### src/rtl/id_ex_stage.sv
// ID/EX pipeline register for the 5-stage RV32I core.
// Captures the decoded instruction bundle for EX, inserts bubbles for
// load-use hazards and redirects, honours the global cache stall, and keeps
// a saturating count of load-use bubbles.
module id_ex_stage #(
  parameter int XLEN  = 32,
  parameter int CNT_W = 16
) (
  input  logic             clk,
  input  logic             rst_n,
  input  logic             stall_i,
  input  logic             flush_i,
  input  logic             id_valid_i,
  input  logic [XLEN-1:0]  id_pc_i,
  input  logic [XLEN-1:0]  id_rs1_data_i,
  input  logic [XLEN-1:0]  id_rs2_data_i,
  input  logic [XLEN-1:0]  id_imm_i,
  input  logic [4:0]       id_rs1_i,
  input  logic [4:0]       id_rs2_i,
  input  logic [4:0]       id_rd_i,
  input  logic [3:0]       id_funct_i,
  input  logic [9:0]       id_ctrl_i,
  output logic             hazard_stall_o,
  output logic             ex_valid_o,
  output logic [XLEN-1:0]  ex_pc_o,
  output logic [XLEN-1:0]  ex_rs1_data_o,
  output logic [XLEN-1:0]  ex_rs2_data_o,
  output logic [XLEN-1:0]  ex_imm_o,
  output logic [4:0]       ex_rs1_o,
  output logic [4:0]       ex_rs2_o,
  output logic [4:0]       ex_rd_o,
  output logic [3:0]       ex_funct_o,
  output logic [9:0]       ex_ctrl_o,
  output logic [CNT_W-1:0] bubble_cnt_o
);

  localparam int MEMREAD_BIT = 6;

  logic flush_pend;
  logic hazard_raw;
  logic eff_flush;
  logic rs_match;

  // The rs2 compare is deliberately unconditional: an instruction without rs2
  // may stall needlessly, but a real dependency is never missed.
  assign rs_match   = (ex_rd_o == id_rs1_i) | (ex_rd_o == id_rs2_i);
  assign hazard_raw = ex_valid_o & ex_ctrl_o[MEMREAD_BIT] & (ex_rd_o != 5'd0)
                    & id_valid_i & rs_match;

  // A redirect already kills the ID instruction, so no hold is needed then.
  assign hazard_stall_o = hazard_raw & ~flush_i & ~flush_pend;
  assign eff_flush      = flush_i | flush_pend;

  // Remember a redirect that arrived while frozen so it is applied on release.
  always_ff @(posedge clk) begin
    if (!rst_n) begin
      flush_pend <= 1'b0;
    end else if (stall_i) begin
      if (flush_i) begin
        flush_pend <= 1'b1;
      end
    end else begin
      flush_pend <= 1'b0;
    end
  end

  // Pipeline register: hold on stall, bubble on redirect or load-use, else load.
  always_ff @(posedge clk) begin
    if (!rst_n) begin
      ex_valid_o    <= 1'b0;
      ex_pc_o       <= '0;
      ex_rs1_data_o <= '0;
      ex_rs2_data_o <= '0;
      ex_imm_o      <= '0;
      ex_rs1_o      <= '0;
      ex_rs2_o      <= '0;
      ex_rd_o       <= '0;
      ex_funct_o    <= '0;
      ex_ctrl_o     <= '0;
    end else if (stall_i) begin
      ex_valid_o    <= ex_valid_o;
    end else if (eff_flush | hazard_raw) begin
      ex_valid_o    <= 1'b0;
      ex_pc_o       <= '0;
      ex_rs1_data_o <= '0;
      ex_rs2_data_o <= '0;
      ex_imm_o      <= '0;
      ex_rs1_o      <= '0;
      ex_rs2_o      <= '0;
      ex_rd_o       <= '0;
      ex_funct_o    <= '0;
      ex_ctrl_o     <= '0;
    end else begin
      ex_valid_o    <= id_valid_i;
      ex_pc_o       <= id_pc_i;
      ex_rs1_data_o <= id_rs1_data_i;
      ex_rs2_data_o <= id_rs2_data_i;
      ex_imm_o      <= id_imm_i;
      ex_rs1_o      <= id_rs1_i;
      ex_rs2_o      <= id_rs2_i;
      ex_rd_o       <= id_rd_i;
      ex_funct_o    <= id_funct_i;
      ex_ctrl_o     <= id_valid_i ? id_ctrl_i : 10'd0;
    end
  end

  // Count load-use bubbles only; redirect bubbles are not hazards.
  always_ff @(posedge clk) begin
    if (!rst_n) begin
      bubble_cnt_o <= '0;
    end else if (!stall_i && !eff_flush && hazard_raw && (bubble_cnt_o != '1)) begin
      bubble_cnt_o <= bubble_cnt_o + 1'b1;
    end
  end

endmodule

### config.mk
export PLATFORM = sky130hd
export DESIGN_NAME = id_ex_stage
export DESIGN_NICKNAME = d
export VERILOG_FILES = /design/src/rtl/id_ex_stage.sv
export SDC_FILE = /design/constraint.sdc
export NUM_CORES = 1
export LEC_CHECK = 0
export BUFFER_PORTS_ARGS = -buffer_cell sky130_fd_sc_hd__buf_4
export CAP_MARGIN = 20
export CORE_AREA = 4 4 128 130
export CTS_BUF_LIST = sky130_fd_sc_hd__clkbuf_16
export CTS_CLUSTER_DIAMETER = 60
export DETAILED_ROUTE_END_ITERATION = 8
export DIE_AREA = 0 0 132 134
export HOLD_SLACK_MARGIN = 0.12
export PLACE_DENSITY = 0.72
export SKIP_LAST_GASP = 1
export SYNTH_ARGS = -nofsm -noshare
export SYNTH_HDL_FRONTEND = slang
export SYNTH_SLANG_ARGS = --single-unit
### constraint.sdc
create_clock -name clk -period 2.7 [get_ports clk]
set_input_delay 0 -clock clk [delete_from_list [all_inputs] [get_ports clk]]
set_output_delay 0 -clock clk [all_outputs]
set_load 0.01 [all_outputs]
After elaboration in Yosys (flattened, before gate mapping)
Cells that the tools add are included.
{"block": "totals", "reg_bits": 175, "in_bits": 162, "output_inout_bits": 175}
{"block": "op_classes", "n_addsub": 1, "eq_ne": 3, "muxes": 11, "bitwise_logic": 11, "n_reduce_logical": 7}
{"cell": "32-bit two-way mux", "n": 4}
{"cell": "10-bit two-way mux", "n": 2}
{"cell": "16-bit by 1-bit adder with 16-bit output (second input constant)", "n": 1}
{"cell": "16-bit != test (second input constant)", "n": 1}
{"cell": "5-bit two-way mux", "n": 3}
{"cell": "5-bit == test", "n": 2}
{"cell": "1-bit AND", "n": 6}
{"cell": "5-bit nonzero test", "n": 1}
{"cell": "4-bit two-way mux", "n": 1}
{"cell": "1-bit logical AND", "n": 3}
{"cell": "1-bit OR", "n": 3}
{"cell": "1-bit zero test", "n": 2}
{"cell": "1-bit NOT", "n": 2}
{"cell": "2-bit AND reduction", "n": 1}
{"cell": "1-bit two-way mux", "n": 1}

Depth between registers and ports, before layout
Gate-level depths: netlist of run 1.
{"block": "logic_depth", "ltp_word": 6, "depth_mapped": 8, "ltp_nobuf": 6}

Worst setup path before layout of run 1
Ideal clock, no wire load.
{"block": "synth_timing", "kind": "register to register", "start": "register ex_rd_o[0]", "end": "register ex_pc_o[11]", "setup_ps": 60, "arrival_time_ps": 1919, "slack_ps": 721, "path_stages_with_launch": 7, "n_path_buf": 2, "period_less_slack_ps": 1979, "path_cell_list": "dfxtp_1 or4_1 o21a_1 a211oi_2 buf_4 buf_4 a22o_1"}
{"block": "synth_via", "elab_chain_len": 6}
{"item": "start: declaration", "line": "31", "rtl": "output logic [4:0] ex_rd_o,"}
{"item": "start signal: assignment", "line": "101", "rtl": "ex_rd_o <= id_rd_i;"}
{"item": "5-bit nonzero test", "line": "47", "rtl": "assign hazard_raw = ex_valid_o & ex_ctrl_o[MEMREAD_BIT] & (ex_rd_o != 5'd0)"}
{"item": "1-bit AND", "line": "47"}
{"item": "1-bit AND", "line": "48", "rtl": "& id_valid_i & rs_match;"}
{"item": "1-bit AND *", "line": "48"}
{"item": "1-bit OR *", "line": "82", "rtl": "end else if (eff_flush | hazard_raw) begin"}
{"item": "32-bit two-way mux *", "line": "82"}
{"item": "end signal: assignment", "line": "95", "rtl": "ex_pc_o <= id_pc_i;"}
{"item": "end: declaration", "line": "25", "rtl": "output logic [XLEN-1:0] ex_pc_o,"}
Every way passes the cells marked *; elsewhere a longest branch is shown, timed or not.
A chain may end at the register's enable or synchronous reset.

Worst setup path in the final report of run 1
{"block": "layout_timing", "start": "register ex_rd_o[0]", "end": "register ex_rs2_data_o[11]"}
{"block": "layout_via", "elab_chain_len": 6}
{"item": "5-bit nonzero test", "line": "47"}
{"item": "1-bit AND", "line": "47"}
{"item": "1-bit AND", "line": "48"}
{"item": "1-bit AND *", "line": "48"}
{"item": "1-bit OR *", "line": "82"}
{"item": "32-bit two-way mux *", "line": "82"}
{"item": "end signal: assignment", "line": "97", "rtl": "ex_rs2_data_o <= id_rs2_data_i;"}
{"item": "end: declaration", "line": "27", "rtl": "output logic [XLEN-1:0] ex_rs2_data_o,"}
Marked as above.

==> qor.txt, run 1 <==
CP Data Required Time -> 3.05 ns
R2R depth -> 5
Worst VDD drop -> 0.406 mV
CTS root buf -> clkbuf_16
DP HPWL -> 14500 µm
Die Height -> 134 µm
WL per Instance -> 20.4 µm
Global route overflow -> 0
Die footprint -> 17700 µm²
Proportion of synthesized area in mux cells -> 0.511%
Clock Latency Late Sink -> 0.42 ns
H-tree levels -> 4
Initial Utilization -> 38.8%
Hold Path Stages -> 3
Fraction of registers with async set/reset -> 0%
Share of the synthesized area in the top cell type -> 59.6%
Worst R2R End -> ex_rs2_data_o[11]$_SDFFE_PN0N_
Vias -> 6343
Adder-cell share of the synthesized area -> 0.213%
CP max stage cell -> or4_1
Hold crit path type -> in2reg
Final Wtd Congestion -> 0.862
Pleak -> 4.74 nW
Clk_skew -> 0.0183 ns
Fin. max-slew vios -> 0
RSZ-0062 raised after global routing -> false
Antenna-violating nets left -> 0
All-layer global routing usage -> 25.8%
Layout area overhead -> 81.1%
Power, Total -> 5.77 mW
Xor/xnor share of the synthesized area -> 1.49%
Clk slew on worst S/H paths -> 0.06 ns
Seq pwr share -> 47.3%
Fin. Hold Viols -> 0
Slew @ Worst Pin -> 0.727 ns
NetSw -> 1.37 mW
Initial antenna violation count -> 6
Final setup TNS -> 0 ns
Core Rows -> 45
Category of the most critical setup path -> reg2reg
Post-cts resize count -> 0
Syn nets -> 654
RR Startpoint -> ex_rd_o[0]$_SDFFE_PN0N_
Crit path DAT -> 2.72 ns
Worst path depth -> 5
Status -> finished, final reports clean
Seq/Total Area, Yosys -> 59.6%
Worst Setup EP -> ex_rs2_data_o[11]$_SDFFE_PN0N_
CP delay by family, top -> compound AO/OA/AOI/OAI gates
Fmax -> 423 MHz
First-pass GRT wire length -> 36300 µm
Pint -> 4.41 mW
CTS sink cnt -> 175
Core Area -> 15100 µm²
Area leader, netlist -> dfxtp_1
Residual DRC -> 0
Total CTS buffers -> 17
Max-cap viol count -> 0
IO Port Bufs -> 336
Number of synthesized flops with an enable pin -> 0
Total wire length -> 24000 µm
Vias per inst -> 5.40
Number of library cell types mapped by synthesis -> 37
Synth Flop Type -> dfxtp_1
Layout cells sized above 1 -> 37.8%
Critical Path Fanout Max -> 102
Largest family of logic cells by synthesized area -> compound AO/OA/AOI/OAI gates
IO Count -> 337
Gate power share -> 13.8%
CP cell instances -> or4_1 -> o21a_1 -> a211oi_4 -> buf_12 -> a22o_1
Simple-gate share of the synthesized area -> 6.49%
Rel. slew slack -> 51.5%
Max clock buf depth -> 2
Period minus WS final -> 2.37 ns
Worst hold slack -> 0.336 ns
Synthesized flop and latch total -> 175
Setup violators final -> 0
Critical Path Max Stage Delay -> 0.59 ns
Critical Path End Type -> flop
Die X -> 132 µm
Largest net degree at the start of global routing -> 103
Ratio of total power to cell area -> 542 nW/µm²
Mapped Cells -> 491
CTS tree -> built
Synth area leaders -> dfxtp_1 60%, a22o_1 22%, buf_4 1.8%
Fin crit share -> 87.6%
Vias in the first global route -> 6844
Startpoint types -> flop
WP buf/inv -> 1
Pre-antenna DRT Iters -> 5
Ys Warns -> 0
Complex-gate fraction of the synthesized area -> 28.0%
DRT iter0 DRCs -> 468
Mapped Area -> 5880 µm²
Worst Setup SP -> ex_rd_o[0]$_SDFFE_PN0N_
Avg Cell Area, Syn -> 12.0 µm²
Clk pwr share -> 38.9%
Switching share of total power -> 23.7%
Reg2reg setup slack -> 0.33 ns
Nets -> 1131
logic make-up (layout without fill, tap and decap cells):
| kind of cell | after synthesis | count (layout) |
|---|---|---|
| fa+ha+maj | 1 | 1 |
| mux | 3 | 3 |
| compound gates | 193 | 193 |
| flops | 175 | 175 |
| other cells | 0 | 7 |
| buf+inv | 44 | 532 |
| xor+xnor | 10 | 10 |
| simple gates | 65 | 65 |
per-layer routing:
| metal | up-vias | global-route usage, % | share of wire [%] |
|---|---|---|---|
| li1 | 2881 | - | - |
| met1 | 3080 | 26.0 | 36 |
| met2 | 311 | 47.5 | 53 |
| met3 | 71 | 8.93 | 7.2 |
| met4 | 0 | 12.8 | 3.6 |
| met5 | - | 0 | 0 |
cells in the final DEF, fill, tap and decap left out, drive strengths merged, types with 2 or more instances in the layout:
| master | n |
|---|---|
| a21oi | 10 |
| a22o | 148 |
| a32o | 10 |
| and3 | 3 |
| and4 | 2 |
| buf | 340 |
| clkbuf | 17 |
| clkinv | 6 |
| clkinvlp | 3 |
| dfxtp | 175 |
| diode | 7 |
| dlygate4sd3 | 161 |
| inv | 4 |
| mux2i | 3 |
| nand2 | 12 |
| nand2b | 4 |
| nand3 | 10 |
| nand4 | 7 |
| nor3 | 5 |
| nor4 | 3 |
| o21a | 3 |
| o21ai | 2 |
| o311ai | 2 |
| o31ai | 9 |
| o41ai | 2 |
| or3 | 3 |
| or4 | 13 |
| xnor2 | 10 |
sequential cells by signal (all words and copies together) (netlist names):
signal	count
ex_rd_o	5
ex_funct_o	4
ex_imm_o	32
ex_rs2_o	5
bubble_cnt_o	16
ex_valid_o	1
ex_pc_o	32
ex_rs1_data_o	32
ex_ctrl_o	10
ex_rs2_data_o	32
flush_pend	1
ex_rs1_o	5
metrics by stage:
stage	worst slack [ns]	cell area [µm²]	instances	util, %
after CTS	0.400	10600	1167	70.2
final	0.335	10700	1174	70.3
after global routing	0.238	10700	1173	70.3
after global placement	0.499	8500	976	56.1
after detailed placement	0.429	8500	976	56.1
after floorplan	0.721	5880	491	-
worst register-to-register path: stages (launching register included):
cell and delay (ns):
dfxtp_1 0.35, or4_1 0.59, o21a_1 0.25, a211oi_4 0.37, buf_12 0.38, a22o_1 0.35
final cells by class:
class	count	area, µm²
diodes	7	17.5
clock buffers	17	425
clock inverters	13	100
fillers	966	4490
inverters	1	3.75
multi-input cells	272	2170
flip-flops and latches	175	3500
well taps	188	235
repair buffers	501	4200
power groups by stage:
stage,clock network (mW),registers (mW),logic (mW)
finish,2.24,2.73,0.795
global route,2.37,2.74,0.840
CTS,2.28,2.73,0.774
detailed placement,0,2.78,0.578
global placement,0,2.78,0.564
floorplan,0,2.81,0.177
how the worst min path moves through the flow:
stage | end | start
after floorplan | hazard_stall_o | flush_i
after global placement | ex_imm_o[18]$_SDFFE_PN0N_ | id_imm_i[18]
after detailed placement | ex_pc_o[15]$_SDFFE_PN0N_ | id_pc_i[15]
after CTS | ex_imm_o[7]$_SDFFE_PN0N_ | id_imm_i[7]
after global routing | ex_funct_o[0]$_SDFFE_PN0N_ | id_funct_i[0]
final | ex_rs2_data_o[31]$_SDFFE_PN0N_ | id_rs2_data_i[31]
cells in the mapped netlist, drive strengths merged, types with 4 or more instances:
master / number
clkbuf: 26
a21oi: 10
a22o: 148
nand2: 12
nand4: 7
dfxtp: 175
a32o: 10
buf: 17
o31ai: 9
nand2b: 4
or4: 13
nor3: 5
xnor2: 10
nand3: 10
what timing repair did:
| item | in CTS | in global routing |
|---|---|---|
| hold buffers | 161 | 0 |
| setup buffers | 0 | 0 |
| endpoints found under the hold margin | 169 | 0 |
Power figures use the tool's default switching activity.
==> inputs of run 2 (changes only) <==
--- a/config.mk
+++ b/config.mk
@@ -16,3 +16,2 @@
 export PLACE_DENSITY = 0.72
-export SKIP_LAST_GASP = 1
 export SYNTH_ARGS = -nofsm -noshare
==> constraint.sdc (replaced) <==
create_clock -name clk -period 2.7 [get_ports clk]
set_input_delay 0.405 -clock clk [delete_from_list [all_inputs] [get_ports clk]]
set_output_delay 0.405 -clock clk [all_outputs]
set_load 0.01 [all_outputs]
==> run 2 against run 1 <==
Sequential power about the same. Highest routed layer unchanged. Setup slack got worse by 0.11 ns. First-iteration DRC count shrank 7.1%. Clock skew is 0.0052 ns lower. Critical path type is now reg2out. Critical path depth increased by 1. Die area is the same. Via count is 16% lower. Core utilization decreased by 10 points. Sequential share of layout area is 5.7 points higher.
==> qor.txt, run 2 (synthesized netlist as in run 1, its figures left out) <==
Status -> finished, final reports clean
Core Rows -> 45 (unchanged)
Most common cell after layout, fill and taps aside -> buf_4
Nets -> 972 (-14%)
IO Port Bufs -> 336 (unchanged)
Fmax -> 405 MHz (-4.3%)
Critical Path Max Stage Delay -> 0.51 ns (-0.08 ns)
Total wire length -> 19400 µm (-19%)
Met2 usage -> 36.0% (-12 points)
CTS tree -> built
All-layer global routing usage -> 20.8% (-5.0 points)
Vias per inst -> 5.29 (-2.2%)
CTS root buf -> clkbuf_16
Setup violators final -> 0 (unchanged)
Post-cts resize count -> 0 (unchanged)
Category of the most critical setup path -> reg2out
IO Count -> 337 (unchanged)
DRT iter0 DRCs -> 435 (-7.1%)
Clk slew on worst S/H paths -> 0.07 ns (about the same)
Die X -> 132 µm (unchanged)
Clock Latency Late Sink -> 0.42 ns (about the same)
Worst hold slack -> 0.196 ns (-0.140 ns)
Highest-count cells in the layout ignoring fill and taps -> 338 x buf_4, 175 x dfxtp_1, 148 x a22o_1, 17 x clkbuf_16, 13 x or4_1
Fill count -> 1232 (+28%)
Met3 GRT Util -> 7.28% (-1.7 points)
Top Usage Layer GRT -> met2
Total CTS buffers -> 17 (unchanged)
CP max stage cell -> dfxtp_1
Rel. slew slack -> 51.3% (-0.24 points)
Dpl cells -> 978 (+0.20%)
Crit path DAT -> 2.07 ns (-0.65 ns)
DP HPWL -> 14600 µm (+0.29%)
Post-CTS Setup Bufs -> 0 (unchanged)
WP buf/inv -> 1 (unchanged)
Global route overflow -> 0 (unchanged)
Reg2reg setup slack -> 0.35 ns (+0.02 ns)
CTS sink cnt -> 175 (unchanged)
Largest net degree at the start of global routing -> 109 (+5.8%)
Critical Path End Type -> output port
Initial antenna violation count -> 0 (-6)
M1 GR Usage -> 23.8% (-2.2 points)
RSZ-0062 raised after global routing -> false
Critical Path Fanout Max -> 7 (-93%)
Diode count -> 0 (-7)
H-tree levels -> 4 (unchanged)
Pre-antenna DRT Iters -> 4 (-1)
Fin. max-slew vios -> 0 (unchanged)
Non-filler cells, final -> 1010 (-14%)
Final setup TNS -> 0 ns (unchanged)
Residual DRC -> 0 (unchanged)
Vias in the first global route -> 5507 (-20%)
Die Height -> 134 µm (unchanged)
WL per Instance -> 19.2 µm (-5.7%)
Startpoint types -> flop
CTS Hold Bufs -> 0 (-100%)
Hold crit path type -> in2reg
Fin crit share -> 91.5% (+3.9 points)
Ratio of total power to cell area -> 614 nW/µm² (+13%)
Final core utilization -> 59.9% (-10 points)
Final Wtd Congestion -> 0.860 (-0.29%)
Slew @ Worst Pin -> 0.731 ns (+0.00365 ns)
Antenna-violating nets left -> 0 (unchanged)
CP Data Required Time -> 2.30 ns (-0.75 ns)
Pleak -> 4.10 nW (-14%)
Initial Utilization -> 38.8% (unchanged)
CP cell instances -> xnor2_1 -> nand3_1 -> o22ai_1 -> nand2_1 -> nor3_1 -> buf_4
Max-cap viol count -> 0 (unchanged)
Clk_skew -> 0.0131 ns (-0.00517 ns)
CP delay by family, top -> flip-flops
Worst VDD drop -> 0.397 mV (-2.0%)
Layout cells sized above 1 -> 45.5% (+7.7 points)
Die footprint -> 17700 µm² (unchanged)
First-pass GRT wire length -> 29600 µm (-19%)
Core Area -> 15100 µm² (unchanged)
Fin. Hold Viols -> 0 (unchanged)
Vias -> 5338 (-16%)
Period minus WS final -> 2.47 ns (+0.106 ns)
Max clock buf depth -> 2 (unchanged)
Layout area overhead -> 54.2%
## run 2: path summary, 6_finish.rpt
kind / from / endpoint / depth (start not counted)
hold reg to reg: ex_ctrl_o[7]$_SDFFE_PN0N_ / ex_ctrl_o[7]$_SDFFE_PN0N_ / 1
setup reg to reg: ex_rd_o[0]$_SDFFE_PN0N_ / ex_rs2_data_o[15]$_SDFFE_PN0N_ / 5
hold / removal: id_imm_i[18] / ex_imm_o[18]$_SDFFE_PN0N_ / 2
setup / recovery: ex_rd_o[4]$_SDFFE_PN0N_ / hazard_stall_o / 6
## run 2: power by group
group,total (mW),internal (mW),switching [mW]
clock,2.27,1.26,1.00
combinational,0.578,0.340,0.238
sequential,2.73,2.67,0.0565
## run 2: area by class of cell
cell class                      count  area, µm²  share of cell area [%]
Sequential cell                   175       3500                    38.6
Clock buffer                       17        425                    4.69
Tap cell                          188        235                    2.59
Inverter                            1       3.75                  0.0414
Multi-Input combinational cell    272       2170                    23.9
Timing Repair Buffer              342       2620                    28.9
Clock inverter                     15        119                    1.31
## run 2: per-stage QoR
stage | setup WS [ns] | total power, mW | cell area, µm²
global placement | 0.485 | 3.35 | 8530
finish | 0.229 | 5.57 | 9070
global route | 0.0613 | 5.78 | 9070
floorplan | 0.698 | 2.99 | 5880
CTS | 0.189 | 5.63 | 9070
detailed placement | 0.395 | 3.36 | 8530
## run 2: routing by layer
layer | up-vias | share of wire, %
met4 | 0 | 2.5
met3 | 31 | 7.7
met5 | - | 0
li1 | 2556 | -
met2 | 218 | 51
met1 | 2533 | 39
==> inputs of run 3 (changes only) <==
==> constraint.sdc (replaced) <==
create_clock -name clk -period 2.7 [get_ports clk]
set_input_delay 0.54 -clock clk [delete_from_list [all_inputs] [get_ports clk]]
set_output_delay 0.54 -clock clk [all_outputs]
set_load 0.01 [all_outputs]
==> run 3 against run 2 <==
First-iteration DRC count down 15%. Global-route usage grew 0.068 points. Count of clock-buffer cells in the layout stayed put. Total power grew 3.4%. Routed wire length grew 0.63%. Critical path depth is the same. Sequential share of layout area decreased by 0.15 points. Sequential cell count is the same. Die area did not move. Clock power increased by 8%.
==> qor.txt, run 3 (synthesized netlist as in run 1, its figures left out) <==
Die Height -> 134 µm (unchanged)
Max-cap viol count -> 0 (unchanged)
Slew @ Worst Pin -> 0.768 ns (+0.0374 ns)
Vias -> 5397 (+1.1%)
Category of the most critical setup path -> reg2out
Total wire length -> 19600 µm (+0.63%)
IO Port Bufs -> 336 (unchanged)
WL per Instance -> 19.4 µm (+0.73%)
CP Data Required Time -> 2.16 ns (-0.14 ns)
Pre-antenna DRT Iters -> 4 (unchanged)
Global route overflow -> 0 (unchanged)
Startpoint types -> flop
Fmax -> 399 MHz (-1.4%)
Clk_skew -> 0.0127 ns (-0.000421 ns)
Layout cells sized above 1 -> 45.7% (+0.18 points)
Vias in the first global route -> 5536 (+0.53%)
Seq pwr share -> 47.3% (-1.6 points)
CTS Hold Bufs -> 0 (unchanged)
Nets -> 971 (-0.10%)
Ratio of total power to cell area -> 633 nW/µm² (+3.0%)
Crit path DAT -> 1.97 ns (-0.10 ns)
DRT iter0 DRCs -> 371 (-15%)
Most common cell after layout, fill and taps aside -> buf_4
CP delay by family, top -> flip-flops
Core Rows -> 45 (unchanged)
CTS root buf -> clkbuf_16
H-tree levels -> 4 (unchanged)
Status -> finished, final reports clean
DP HPWL -> 14400 µm (-1.3%)
Reg area -> 3500 µm² (unchanged)
CTS sink cnt -> 175 (unchanged)
Total CTS buffers -> 17 (unchanged)
Largest net degree at the start of global routing -> 160 (+47%)
Post-CTS Setup Bufs -> 0 (unchanged)
Fin. max-slew vios -> 0 (unchanged)
Diode count -> 0 (unchanged)
Fin crit share -> 92.8% (+1.3 points)
Clock Latency Late Sink -> 0.42 ns (about the same)
Critical Path End Type -> output port
Clk pwr share -> 42.7% (+2.0 points)
All-layer global routing usage -> 20.9% (+0.068 points)
Final Wtd Congestion -> 0.865 (+0.63%)
Worst hold slack -> 0.328 ns (+0.133 ns)
Critical Path Max Stage Delay -> 0.52 ns (about the same)
Antenna-violating nets left -> 0 (unchanged)
Gate power share -> 10.0% (-0.4 points)
CTS tree -> built
Max clock buf depth -> 2 (unchanged)
Rel. slew slack -> 48.8% (-2.5 points)
Vias per inst -> 5.35 (+1.2%)
IO Count -> 337 (unchanged)
Hold crit path type -> in2reg
Initial antenna violation count -> 0 (unchanged)
Residual DRC -> 0 (unchanged)
Die X -> 132 µm (unchanged)
NetSw -> 1.30 mW (+0.54%)
Fill count -> 1253 (+1.7%)
Final setup TNS -> 0 ns (unchanged)
Layout area overhead -> 54.8%
CP cell instances -> xnor2_1 -> nand3_1 -> o22ai_2 -> nand2_1 -> nor3_1 -> buf_4
Setup violators final -> 0 (unchanged)
Period minus WS final -> 2.51 ns (+0.0356 ns)
Initial Utilization -> 38.8% (unchanged)
CP max stage cell -> dfxtp_1
Multi-input logic area -> 2170 µm² (+0.29%)
First-pass GRT wire length -> 29600 µm (+0.16%)
Pint -> 4.46 mW (+4.3%)
Die footprint -> 17700 µm² (unchanged)
Pleak -> 4.10 nW (+0.17%)
Clk slew on worst S/H paths -> 0.07 ns (about the same)
Core Area -> 15100 µm² (unchanged)
WP buf/inv -> 1 (unchanged)
Post-cts resize count -> 0 (unchanged)
Worst VDD drop -> 0.409 mV (+2.8%)
Highest-count cells in the layout ignoring fill and taps -> 338 x buf_4, 175 x dfxtp_1, 148 x a22o_1, 17 x clkbuf_16, 13 x or4_1
Switching share of total power -> 22.6% (-0.65 points)
Fin. Hold Viols -> 0 (unchanged)
RSZ-0062 raised after global routing -> false
Critical Path Fanout Max -> 7 (unchanged)
## run 3: through the flow
step / setup slack (ns) / area (µm²) / power, mW / cells / utilization (%)
3_5_place_dp: 0.389 / 8510 / 3.36 / 977 / 56.2
3_3_place_gp: 0.395 / 8510 / 3.34 / 977 / 56.2
6_report: 0.193 / 9100 / 5.76 / 1009 / 60.1
5_1_grt: 0.0449 / 9100 / 5.96 / 1009 / 60.1
4_1_cts: 0.0905 / 9100 / 5.82 / 1009 / 60.1
2_1_floorplan: 0.563 / 5880 / 2.99 / 491 / -
## run 3: path summary, 6_finish.rpt
kind,start,to,slack (ns),cells after the start
max reg2reg,ex_rd_o[0]$_SDFFE_PN0N_,ex_rs2_data_o[4]$_SDFFE_PN0N_,0.41,5
max,ex_rd_o[4]$_SDFFE_PN0N_,hazard_stall_o,0.19,6
min reg2reg,ex_ctrl_o[3]$_SDFFE_PN0N_,ex_ctrl_o[3]$_SDFFE_PN0N_,0.47,1
min,id_rs2_data_i[13],ex_rs2_data_o[13]$_SDFFE_PN0N_,0.33,2
## run 3: layout make-up
| cell class | count | share of cell area [%] |
|---|---|---|
| Timing Repair Buffer | 341 | 28.5 |
| Multi-Input combinational cell | 272 | 23.9 |
| Sequential cell | 175 | 38.5 |
| Inverter | 1 | 0.0412 |
| Clock inverter | 15 | 1.84 |
| Clock buffer | 17 | 4.67 |
| Tap cell | 188 | 2.58 |
## run 3: power by group through the flow
stage	clock, mW	combinational, mW	sequential, mW
floorplan	0	0.177	2.81
global placement	0	0.566	2.78
detailed placement	0	0.578	2.78
CTS	2.52	0.578	2.73
global route	2.61	0.615	2.74
finish	2.46	0.575	2.73
## run 3: routing by layer
layer	wire length [µm]	part of all wire, %	global-route usage [%]	up-vias
met5	0	0	0	-
met2	9870	50	35.1	216
li1	-	-	-	2554
met1	7460	38	23.9	2592
met3	1700	8.7	8.29	35
met4	525	2.7	8.28	0
